==> src/rtl/activation_output_writer_pkg.sv <==
// Shared widths and state encoding for the activation output writer slice.
package activation_output_writer_pkg;

  localparam int DEF_DWIDTH       = 8;
  localparam int DEF_MAT_MUL_SIZE = 4;
  localparam int DEF_MASK_WIDTH   = 4;
  localparam int DEF_AWIDTH       = 10;
  localparam int DEF_FIFO_DEPTH   = 4;

  localparam int              CNT_W   = 16;
  localparam logic [CNT_W-1:0] CNT_ONE = 16'd1;

  typedef enum logic [1:0] {
    IDLE  = 2'd0,
    ARMED = 2'd1,
    DRAIN = 2'd2,
    DONE  = 2'd3
  } state_t;

endpackage

==> src/rtl/activation_output_writer_row_fifo.sv <==
// Synchronous row FIFO; one extra pointer bit separates full from empty.
module row_fifo #(
  parameter int WIDTH = 8,
  parameter int DEPTH = 4
) (
  input  logic             clk,
  input  logic             reset,
  input  logic             push,
  input  logic             pop,
  input  logic [WIDTH-1:0] din,
  output logic [WIDTH-1:0] dout,
  output logic             full,
  output logic             empty
);

  localparam int         AW      = $clog2(DEPTH);
  localparam logic [AW:0] PTR_ONE = 1;

  logic [WIDTH-1:0] r_mem [DEPTH];
  logic [AW:0]      r_wr_ptr;
  logic [AW:0]      r_rd_ptr;

  always_ff @(posedge clk) begin
    if (reset) begin
      r_wr_ptr <= '0;
      r_rd_ptr <= '0;
    end else begin
      if (push) r_wr_ptr <= r_wr_ptr + PTR_ONE;
      if (pop)  r_rd_ptr <= r_rd_ptr + PTR_ONE;
    end
  end

  always_ff @(posedge clk) begin
    if (push) r_mem[r_wr_ptr[AW-1:0]] <= din;
  end

  assign dout  = r_mem[r_rd_ptr[AW-1:0]];
  assign empty = (r_wr_ptr == r_rd_ptr);
  assign full  = (r_wr_ptr[AW] != r_rd_ptr[AW]) &&
                 (r_wr_ptr[AW-1:0] == r_rd_ptr[AW-1:0]);

endmodule

==> src/rtl/activation_output_writer.sv <==
// Buffers activation rows and writes them to the output BRAM with strided
// addressing; dropped rows still consume their address slot in order.
module activation_output_writer
  import activation_output_writer_pkg::*;
#(
  parameter int DWIDTH       = DEF_DWIDTH,
  parameter int MAT_MUL_SIZE = DEF_MAT_MUL_SIZE,
  parameter int MASK_WIDTH   = DEF_MASK_WIDTH,
  parameter int AWIDTH       = DEF_AWIDTH,
  parameter int FIFO_DEPTH   = DEF_FIFO_DEPTH
) (
  input  logic                           clk,
  input  logic                           reset,
  input  logic                           start,
  input  logic [AWIDTH-1:0]              base_addr,
  input  logic [AWIDTH-1:0]              address_stride,
  input  logic [15:0]                    num_rows,
  input  logic                           in_data_available,
  input  logic [MAT_MUL_SIZE*DWIDTH-1:0] in_data,
  input  logic [MASK_WIDTH-1:0]          validity_mask,
  input  logic                           bram_grant,
  output logic [AWIDTH-1:0]              bram_addr,
  output logic [MAT_MUL_SIZE*DWIDTH-1:0] bram_wdata,
  output logic [MASK_WIDTH-1:0]          bram_we,
  output logic                           busy,
  output logic                           done,
  output logic                           overflow
);

  localparam int RW = MAT_MUL_SIZE * DWIDTH;
  localparam int EW = CNT_W + RW + MASK_WIDTH;

  state_t r_state;
  state_t w_state_nxt;

  logic [AWIDTH-1:0] r_stride;
  logic [AWIDTH-1:0] r_cur_addr;
  logic [CNT_W-1:0]  r_num_rows;
  logic [CNT_W-1:0]  r_accept_cnt;
  logic [CNT_W-1:0]  r_write_cnt;
  logic [CNT_W-1:0]  r_drop_pend;
  logic [CNT_W-1:0]  r_head_skipped;
  logic              r_overflow;
  logic [AWIDTH-1:0]     r_bram_addr;
  logic [RW-1:0]         r_bram_wdata;
  logic [MASK_WIDTH-1:0] r_bram_we;

  logic                  w_fifo_full;
  logic                  w_fifo_empty;
  logic                  w_accept;
  logic                  w_push;
  logic                  w_drop;
  logic                  w_slot;
  logic                  w_head_skip;
  logic                  w_tail_skip;
  logic                  w_pop;
  logic                  w_skip;
  logic                  w_arm;
  logic [CNT_W-1:0]      w_tail_dec;
  logic [CNT_W-1:0]      w_pend_left;
  logic [EW-1:0]         w_fifo_din;
  logic [EW-1:0]         w_fifo_dout;
  logic [CNT_W-1:0]      w_head_skip_cnt;
  logic [RW-1:0]         w_head_data;
  logic [MASK_WIDTH-1:0] w_head_mask;

  // Each entry carries the number of dropped rows that precede it, so the
  // write side can burn those address slots before writing the entry.
  assign {w_head_skip_cnt, w_head_data, w_head_mask} = w_fifo_dout;

  assign w_arm       = (r_state == IDLE) && start;
  assign w_accept    = (r_state == ARMED) && in_data_available &&
                       (r_accept_cnt < r_num_rows);
  assign w_slot      = ((r_state == ARMED) || (r_state == DRAIN)) && bram_grant &&
                       (!w_fifo_empty || (r_drop_pend != '0));
  assign w_head_skip = !w_fifo_empty && (w_head_skip_cnt > r_head_skipped);
  assign w_tail_skip = w_fifo_empty && (r_drop_pend != '0);
  assign w_pop       = w_slot && !w_fifo_empty && !w_head_skip;
  assign w_skip      = w_slot && (w_head_skip || w_tail_skip);
  assign w_push      = w_accept && (!w_fifo_full || w_pop);
  assign w_drop      = w_accept && !w_push;
  assign w_tail_dec  = (w_skip && w_tail_skip) ? CNT_ONE : '0;
  assign w_pend_left = r_drop_pend - w_tail_dec;
  assign w_fifo_din  = {w_pend_left, in_data, validity_mask};

  row_fifo #(
    .WIDTH (EW),
    .DEPTH (FIFO_DEPTH)
  ) u_row_fifo (
    .clk   (clk),
    .reset (reset),
    .push  (w_push),
    .pop   (w_pop),
    .din   (w_fifo_din),
    .dout  (w_fifo_dout),
    .full  (w_fifo_full),
    .empty (w_fifo_empty)
  );

  always_ff @(posedge clk) begin
    if (reset) begin
      r_state        <= IDLE;
      r_num_rows     <= '0;
      r_accept_cnt   <= '0;
      r_write_cnt    <= '0;
      r_drop_pend    <= '0;
      r_head_skipped <= '0;
      r_overflow     <= 1'b0;
      r_bram_addr    <= '0;
      r_bram_wdata   <= '0;
      r_bram_we      <= '0;
    end else begin
      r_state <= w_state_nxt;
      if (w_arm) begin
        r_num_rows     <= num_rows;
        r_accept_cnt   <= '0;
        r_write_cnt    <= '0;
        r_drop_pend    <= '0;
        r_head_skipped <= '0;
        r_overflow     <= 1'b0;
      end else begin
        if (w_accept) r_accept_cnt <= r_accept_cnt + CNT_ONE;
        if (w_drop)   r_overflow   <= 1'b1;
        if (w_push)      r_drop_pend <= '0;
        else if (w_drop) r_drop_pend <= w_pend_left + CNT_ONE;
        else             r_drop_pend <= w_pend_left;
        if (w_pop)                     r_head_skipped <= '0;
        else if (w_skip && w_head_skip) r_head_skipped <= r_head_skipped + CNT_ONE;
        if (w_pop || w_skip)           r_write_cnt    <= r_write_cnt + CNT_ONE;
      end
      if (w_pop) begin
        r_bram_addr  <= r_cur_addr;
        r_bram_wdata <= w_head_data;
        r_bram_we    <= w_head_mask;
      end else begin
        r_bram_we <= '0;
        if (w_skip) r_bram_addr <= r_cur_addr;
      end
    end
  end

  // Address datapath: no reset, reloaded on every start.
  always_ff @(posedge clk) begin
    if (w_arm) begin
      r_stride   <= address_stride;
      r_cur_addr <= base_addr;
    end else if (w_pop || w_skip) begin
      r_cur_addr <= r_cur_addr + r_stride;
    end
  end

  always_comb begin
    w_state_nxt = r_state;
    busy        = 1'b0;
    done        = 1'b0;
    case (r_state)
      IDLE:  if (start) w_state_nxt = (num_rows == '0) ? DONE : ARMED;
      ARMED: begin
        busy = 1'b1;
        if (r_accept_cnt == r_num_rows) w_state_nxt = DRAIN;
      end
      DRAIN: begin
        busy = 1'b1;
        if (r_write_cnt == r_num_rows) w_state_nxt = DONE;
      end
      DONE: begin
        done        = 1'b1;
        w_state_nxt = IDLE;
      end
      default: w_state_nxt = IDLE;
    endcase
  end

  assign bram_addr  = r_bram_addr;
  assign bram_wdata = r_bram_wdata;
  assign bram_we    = r_bram_we;
  assign overflow   = r_overflow;

endmodule
==> config.mk <==
export PLATFORM = sky130hd
export DESIGN_NAME = activation_output_writer
export DESIGN_NICKNAME = d
export VERILOG_FILES = /design/src/rtl/activation_output_writer_pkg.sv /design/src/rtl/activation_output_writer_row_fifo.sv /design/src/rtl/activation_output_writer.sv
export SDC_FILE = /design/constraint.sdc
export NUM_CORES = 1
export LEC_CHECK = 0
export ABC_AREA = 1
export BUFFER_PORTS_ARGS = -buffer_cell sky130_fd_sc_hd__buf_2
export CAP_MARGIN = 20
export CORE_AREA = 2 2 256 157
export DETAILED_ROUTE_END_ITERATION = 7
export DIE_AREA = 0 0 258 159
export GPL_TIMING_DRIVEN = 0
export SKIP_CTS_REPAIR_TIMING = 1
export SLEW_MARGIN = 20
export SYNTH_ARGS = -nofsm -noshare
export SYNTH_HDL_FRONTEND = slang
export SYNTH_SLANG_ARGS = --single-unit
==> constraint.sdc <==
create_clock -name clk -period 8.6 [get_ports clk]
set_clock_uncertainty 0.2 [all_clocks]
set_input_delay 0 -clock clk [delete_from_list [all_inputs] [get_ports clk]]
set_output_delay 0 -clock clk [all_outputs]
set_load 0.05 [all_outputs]
==> results.sh, run 1 <==
export IMPL_path_clk_slew_ps=60
export IMPL_period_share_pct=62.0
export IMPL_worst_pin_slew_ps=1000
export IMPL_critPathCapture="u_row_fifo.r_mem[1][44]"
export IMPL_drive_gt1_share_pct=12.0
export IMPL_fin_area_um2=20000
export IMPL_worstPathMaxFanout=23
export IMPL_period_minus_ws_final_ps=5330
export IMPL_postSynth_topFlopCell="sky130_fd_sc_hd__edfxtp_1"
export IMPL_synth_largest_area_cell="sky130_fd_sc_hd__edfxtp_1"
export IMPL_first_global_vias=12000
export IMPL_fin_nets=2126
export IMPL_worst_ep_required_time_ps=8640
export IMPL_final_hold_violation_count=0
export IMPL_h_tree_depth=2
export IMPL_tritoncts_num_buffers=37
export IMPL_detail_route_wirelength_mm=44.8
export IMPL_io_buffer_count=125
export IMPL_clkLatencyLatePin_ps=540
export IMPL_initial_core_util_pct=42.6
export IMPL_critPathLaunchType="flop"
export IMPL_maximum_number_of_pins_on_one_net_before_global_route_repair=24
export IMPL_reg2reg_depth=17
export IMPL_drt_drc_violations_left=0
export IMPL_yosysMostFrequentCell="sky130_fd_sc_hd__nand2_1"
export IMPL_fin_total_pwr_uw=5480
export IMPL_ios=126
export IMPL_seq_area_frac_synth_pct=58.2
export IMPL_wire_length_of_the_first_global_routing_pass_mm=67.7
export IMPL_async_reset_ff_share_pct=0
export IMPL_yosys_register_bits=365
export IMPL_setup_reg_to_reg_worst_slack_ps=3270
export IMPL_yosysUniqueCellTypes=46
export IMPL_num_fill_cells=3485
export IMPL_diode_insertion_count_for_antenna_repair=0
export IMPL_crit_path_cell_trace="clkbuf_1 > clkbuf_1 > buf_1 > nor2_1 > o22ai_1 > ha_1 > a21oi_1 > o21a_1 > nand2_1 > nand2_1 > nand2_1 > nand2_1 > nand2_4 > nand2_2 > nand2_4 > nor2_4 > buf_12"
export IMPL_netlist_area_um2=16500
export IMPL_vdd_ir_drop_worst_v=0.000123
export IMPL_crit_reg2reg_capture="u_row_fifo.r_mem[1][44]"
export IMPL_die_width_um=258
export IMPL_synthesis_yosys_warnings=0
export IMPL_cell_row_count=56
export IMPL_number_of_enable_type_register_cells_in_the_synthesized_netlist=228
export IMPL_first_pass_iters=7
export IMPL_rel_slew_slack_pct=33.1
export IMPL_layoutNonFillerInstCount=2540
export IMPL_first_iter_violations=1229
export IMPL_sequential_cell_area_um2=9590
export IMPL_track_usage_pct=20.9
export IMPL_final_setup_viol_count=0
export IMPL_area_used_by_multi_input_combinational_logic_um2=6150
export IMPL_flow_area_growth_from_synthesis_pct=21.2
export IMPL_critPathCaptureType="flop"
export IMPL_route_detailed_vias_per_inst=5.24
export IMPL_detailed_place_area_um2=17900
export IMPL_power_density_nw_per_um2=274
export IMPL_ctsRootBufferMaster="sky130_fd_sc_hd__clkbuf_16"
export IMPL_timing_final_max_slew_violations=0
export IMPL_max_clock_path_buffers=3
export IMPL_syn_area_per_cell_um2=9.50
export IMPL_floorplan_die_height_um=159
export IMPL_max_freq_mhz=187
export IMPL_die_ar_um2=41000
export IMPL_critical_path_arrival_ps=5370
export IMPL_grt_remaining_overflow=0
export IMPL_hold_class="in2reg"
export IMPL_grt_antenna_before_repair=0
export IMPL_cts_num_sinks=365
export IMPL_worstSetupPathType="reg2reg"
export IMPL_timing_critical_path_slowest_cell_delay_ps=580
export IMPL_final_core_utilization_pct=51.7
export IMPL_p_leak_uw=0.00736
export IMPL_netlist_area_leader_share_pct=41.6
export IMPL_tritoncts="done"
export IMPL_hpwlAfterDp_mm=31.2
export IMPL_vias=13300
export IMPL_critical_path_slowest_cell="sky130_fd_sc_hd__nor2_4"
export IMPL_place_congestion=0.912
export IMPL_outcome="finished clean"
export IMPL_worstHoldStart="address_stride[6]"
export IMPL_synthesis_instances=1733
export IMPL_maxCapViolCount=0
export IMPL_grt_setup_unrepaired="false"
export IMPL_floorplan_core_area_um2=38600
export IMPL_synthesis_nets=1868
export IMPL_post_place_cells=2388
export IMPL_ant_nets=0
export IMPL_crit_top_cell="sky130_fd_sc_hd__nand2_1"
export IMPL_route_detailed_wl_per_inst_um=17.6
export IMPL_synth_area_top_cells="sky130_fd_sc_hd__edfxtp_1, sky130_fd_sc_hd__dfxtp_1, sky130_fd_sc_hd__nand2_1, sky130_fd_sc_hd__nor2_1, sky130_fd_sc_hd__o21ai_0"
export IMPL_synth_top_cells_by_count="sky130_fd_sc_hd__nand2_1, sky130_fd_sc_hd__nor2_1, sky130_fd_sc_hd__edfxtp_1"
export IMPL_worst_hold_slack_ps=0.465
layout make-up:
cell class	instances	share of cell area [%]
Buffer	66	1.34
Clock buffer	55	5.18
Clock inverter	11	0.564
Inverter	130	2.45
Multi-Input combinational cell	1172	30.8
Sequential cell	365	48.1
Tap cell	522	3.27
Timing Repair Buffer	219	8.33
registers in the layout (all words and copies together), names as in the netlist, 10 cells and up, named ones only:
| register | count |
|---|---|
| r_cur_addr | 10 |
| r_head_skipped | 16 |
| r_stride | 10 |
| bram_wdata | 32 |
| r_num_rows | 16 |
| bram_addr | 10 |
| r_drop_pend | 16 |
| u_row_fifo.r_mem | 208 |
| r_accept_cnt | 16 |
| r_write_cnt | 16 |
per-stage QoR:
step           worst slack (ps)  TNS [ps]
3_3_place_gp              -87.8     -7380
4_1_cts                    3260         0
6_report                   3270         0
3_5_place_dp               3270         0
2_1_floorplan              3220         0
5_1_grt                    2860         0
per-layer routing:
| layer | vias to the layer above | global-route usage [%] | part of all wire (%) |
|---|---|---|---|
| li1 | 6449 | - | - |
| met2 | 459 | 29.6 | 42 |
| met5 | - | 0 | 0 |
| met1 | 6334 | 33.0 | 49 |
| met4 | 0 | 5.36 | 2.0 |
| met3 | 75 | 3.28 | 7.1 |
how the worst min path moves through the flow:
stage	end	cells after the start	slack, ps
3_3_place_gp	r_stride[8]	1	-20
2_1_floorplan	u_row_fifo.r_wr_ptr[2]	1	-130
4_1_cts	r_stride[0]	1	-580
3_5_place_dp	r_stride[4]	1	-20
6_report	r_stride[6]	2	0.5
5_1_grt	r_stride[8]	2	10
layout by cell type (no fill, tap or decap), drive strengths merged, types with 2 or more instances in the layout:
cell type	Yosys	final
dlygate4sd3	0	86
nor3	26	26
or2	2	2
a21oi	107	107
nor2	285	285
and3	2	2
nand2	291	291
clkinv	2	7
ha	57	57
a211oi	2	2
nand3	50	50
o21a	2	2
xnor2	17	17
nor4	11	11
xor2	37	37
edfxtp	228	228
a31oi	33	33
clkinvlp	0	3
nor3b	3	3
inv	128	130
nand3b	2	2
o22ai	15	15
dfxtp	137	137
clkbuf	48	103
nand4	21	21
buf	18	151
o21bai	2	2
o21ai	201	201
worst max-delay path, delay by kind of cell (launching register included):
family,cells,cell delay [ps]
buffers and inverters,4,1840
adder cells (fa/ha/maj),1,340
AND/OR/NAND/NOR,9,1380
flip-flops,1,520
AO/OA/AOI/OAI,3,710
power by group:
part | internal [uW] | total (uW) | switching (uW)
clock network | 870 | 1550 | 683
registers | 2150 | 2240 | 91.5
logic | 504 | 1680 | 1180
total | 3520 | 5480 | 1950
cells by family after synthesis:
family                   after synthesis  share of synthesized area, %
adder cells (fa/ha/maj)               58                          4.45
buffers and inverters                196                          4.59
AND/OR/NAND/NOR                      695                          18.0
AO/OA/AOI/OAI                        365                          11.6
flip-flops                           365                          58.2
XOR/XNOR                              54                          3.03
Power figures use the tool's default switching activity.
==> run 2: changes to the inputs <==
==> constraint.sdc (replaced) <==
create_clock -name clk -period 4.5 [get_ports clk]
set_clock_uncertainty 0.2 [all_clocks]
set_input_delay 0 -clock clk [delete_from_list [all_inputs] [get_ports clk]]
set_output_delay 0 -clock clk [all_outputs]
set_load 0.05 [all_outputs]
==> run 2 against run 1 <==
  * Critical path depth unchanged
  * Global-route usage down 0.096 points
  * Cell count up 0.43%
  * Critical endpoint is now u_row_fifo.r_mem[1][46]
  * First-iteration DRC count up 4.4%
  * Largest power group unchanged
  * Critical path type unchanged
==> results.sh, run 2 (synthesis results as in run 1) <==
export IMPL_outcome="finished clean"
export IMPL_tritoncts="done"
export IMPL_track_usage_pct=20.8
export IMPL_floorplan_core_area_um2=38600
export IMPL_worstPathMaxFanout=23
export IMPL_min_to="r_stride[6]"
export IMPL_first_iter_violations=1283
export IMPL_ctsRootBufferMaster="sky130_fd_sc_hd__clkbuf_16"
export IMPL_rel_slew_slack_pct=34.2
export IMPL_fin_area_um2=20100
export IMPL_most_common_layout_cells="sky130_fd_sc_hd__nand2_1, sky130_fd_sc_hd__nor2_1, sky130_fd_sc_hd__edfxtp_1, sky130_fd_sc_hd__o21ai_0"
export IMPL_first_pass_iters=5
export IMPL_detail_route_wirelength_mm=44.4
export IMPL_cell_row_count=56
export IMPL_p_leak_uw=0.00747
export IMPL_worst_pin_slew_ps=987
export IMPL_reg2reg_depth=17
export IMPL_setup_reg_to_reg_worst_slack_ps=240
export IMPL_grt_antenna_before_repair=0
export IMPL_h_tree_depth=2
export IMPL_drive_gt1_share_pct=12.7
export IMPL_first_global_vias=12000
export IMPL_io_buffer_count=125
export IMPL_power_density_nw_per_um2=527
export IMPL_max_clock_path_buffers=3
export IMPL_timing_final_max_slew_violations=0
export IMPL_flow_area_growth_from_synthesis_pct=22.1
export IMPL_worst_ep_required_time_ps=4530
export IMPL_final_setup_viol_count=0
export IMPL_fin_nets=2136
export IMPL_clkLatencyLatePin_ps=530
export IMPL_wire_length_of_the_first_global_routing_pass_mm=67.5
export IMPL_ios=126
export IMPL_place_congestion=0.888
export IMPL_worstHoldStart="address_stride[6]"
export IMPL_floorplan_die_height_um=159
export IMPL_maxCapViolCount=0
export IMPL_hpwlAfterDp_mm=31.0
export IMPL_crit_path_cell_trace="clkbuf_2 > clkbuf_4 > buf_2 > nor2_1 > o22ai_1 > ha_1 > a21oi_1 > o21ai_0 > a21oi_1 > nand2_1 > nand2_1 > nand2_4 > nand2_2 > nand2_4 > nor2_4 > buf_12 > buf_12"
export IMPL_worst_hold_slack_ps=9.85
export IMPL_period_share_pct=94.7
export IMPL_die_ar_um2=41000
export IMPL_post_route_setup_slack_ps=240
export IMPL_initial_core_util_pct=42.6
export IMPL_crit_family="buffers and inverters"
export IMPL_final_common_cell="sky130_fd_sc_hd__nand2_1"
export IMPL_critPathLaunchType="flop"
export IMPL_vias=13300
export IMPL_drt_drc_violations_left=0
export IMPL_maximum_number_of_pins_on_one_net_before_global_route_repair=24
export IMPL_worstSetupPathType="reg2reg"
export IMPL_pre_cts_ws_ps=-783
export IMPL_grt_remaining_overflow=0
export IMPL_route_detailed_wl_per_inst_um=17.4
export IMPL_tritoncts_num_buffers=37
export IMPL_timing_critical_path_slowest_cell_delay_ps=470
export IMPL_route_detailed_vias_per_inst=5.20
export IMPL_critical_path_arrival_ps=4290
export IMPL_final_hold_violation_count=0
export IMPL_critPathCaptureType="flop"
export IMPL_detailed_place_area_um2=18000
export IMPL_post_place_cells=2389
export IMPL_period_minus_ws_final_ps=4260
export IMPL_path_clk_slew_ps=60
export IMPL_max_freq_mhz=235
export IMPL_final_tns_setup_ps=0
export IMPL_layoutNonFillerInstCount=2551
export IMPL_critical_path_slowest_cell="sky130_fd_sc_hd__dfxtp_2"
export IMPL_number_of_flip_flops_under_the_largest_register_name=208
export IMPL_whs_path_depth=2
export IMPL_worst_path_buf_inv=5
export IMPL_cts_num_sinks=365
export IMPL_crit_reg2reg_capture="u_row_fifo.r_mem[1][46]"
export IMPL_ant_nets=0
export IMPL_diode_insertion_count_for_antenna_repair=0
export IMPL_hold_class="in2reg"
export IMPL_die_width_um=258
export IMPL_vdd_ir_drop_worst_v=0.000208
[run 2: power breakdown]
part / internal [uW] / switching, uW
Combinational: 1010 / 2260
Clock: 1720 / 1320
Sequential: 4100 / 177
[run 2: layout make-up]
type                       instances  area (um^2)
buffer                            66          278
clock buffer                      52         1030
clock inverter                    15          135
fill                            3459        18500
inverter                         130          488
multi-input combinational       1172         6150
sequential                       365         9590
tap                              522          653
timing repair buffer             229         1770
[run 2: worst max-delay path by stage]
stage          startpoint  slack, ps  cells after the start                       to
6_report             flop        240                     17  u_row_fifo.r_mem[1][46]
5_1_grt              flop         -4                     17  u_row_fifo.r_mem[1][51]
4_1_cts              flop       -790                     17  u_row_fifo.r_mem[1][46]
3_5_place_dp         flop       -780                     17  u_row_fifo.r_mem[1][46]
3_3_place_gp         flop      -2550                     15  u_row_fifo.r_mem[1][51]
2_1_floorplan        flop        -20                     15   u_row_fifo.r_mem[0][0]
[run 2: metrics by stage]
| step | total power, uW | utilization, % |
|---|---|---|
| after floorplan | 6480 | - |
| after global placement | 7340 | 46.0 |
| after detailed placement | 7460 | 46.6 |
| after CTS | 10500 | 49.6 |
| after global routing | 11200 | 52.1 |
| final | 10600 | 52.1 |
[run 2: per-layer routing]
| layer | wire [um] | vias to the layer above | global-route usage (%) |
|---|---|---|---|
| li1 | - | 6472 | - |
| met1 | 22100 | 6293 | 32.8 |
| met2 | 18600 | 430 | 30.0 |
| met3 | 3040 | 72 | 3.49 |
| met4 | 695 | 0 | 3.94 |
| met5 | 0 | - | 0 |
[run 2: worst register-to-register path, stage by stage, from the launching register on]
cell,delay (ps)
sky130_fd_sc_hd__dfxtp_2,470
sky130_fd_sc_hd__clkbuf_2,320
sky130_fd_sc_hd__clkbuf_4,300
sky130_fd_sc_hd__buf_2,290
sky130_fd_sc_hd__nor2_1,90
sky130_fd_sc_hd__o22ai_1,300
sky130_fd_sc_hd__ha_1,330
sky130_fd_sc_hd__a21oi_1,150
sky130_fd_sc_hd__o21ai_0,100
sky130_fd_sc_hd__a21oi_1,130
sky130_fd_sc_hd__nand2_1,110
sky130_fd_sc_hd__nand2_1,130
sky130_fd_sc_hd__nand2_4,100
sky130_fd_sc_hd__nand2_2,140
sky130_fd_sc_hd__nand2_4,140
sky130_fd_sc_hd__nor2_4,220
sky130_fd_sc_hd__buf_12,220
sky130_fd_sc_hd__buf_12,220
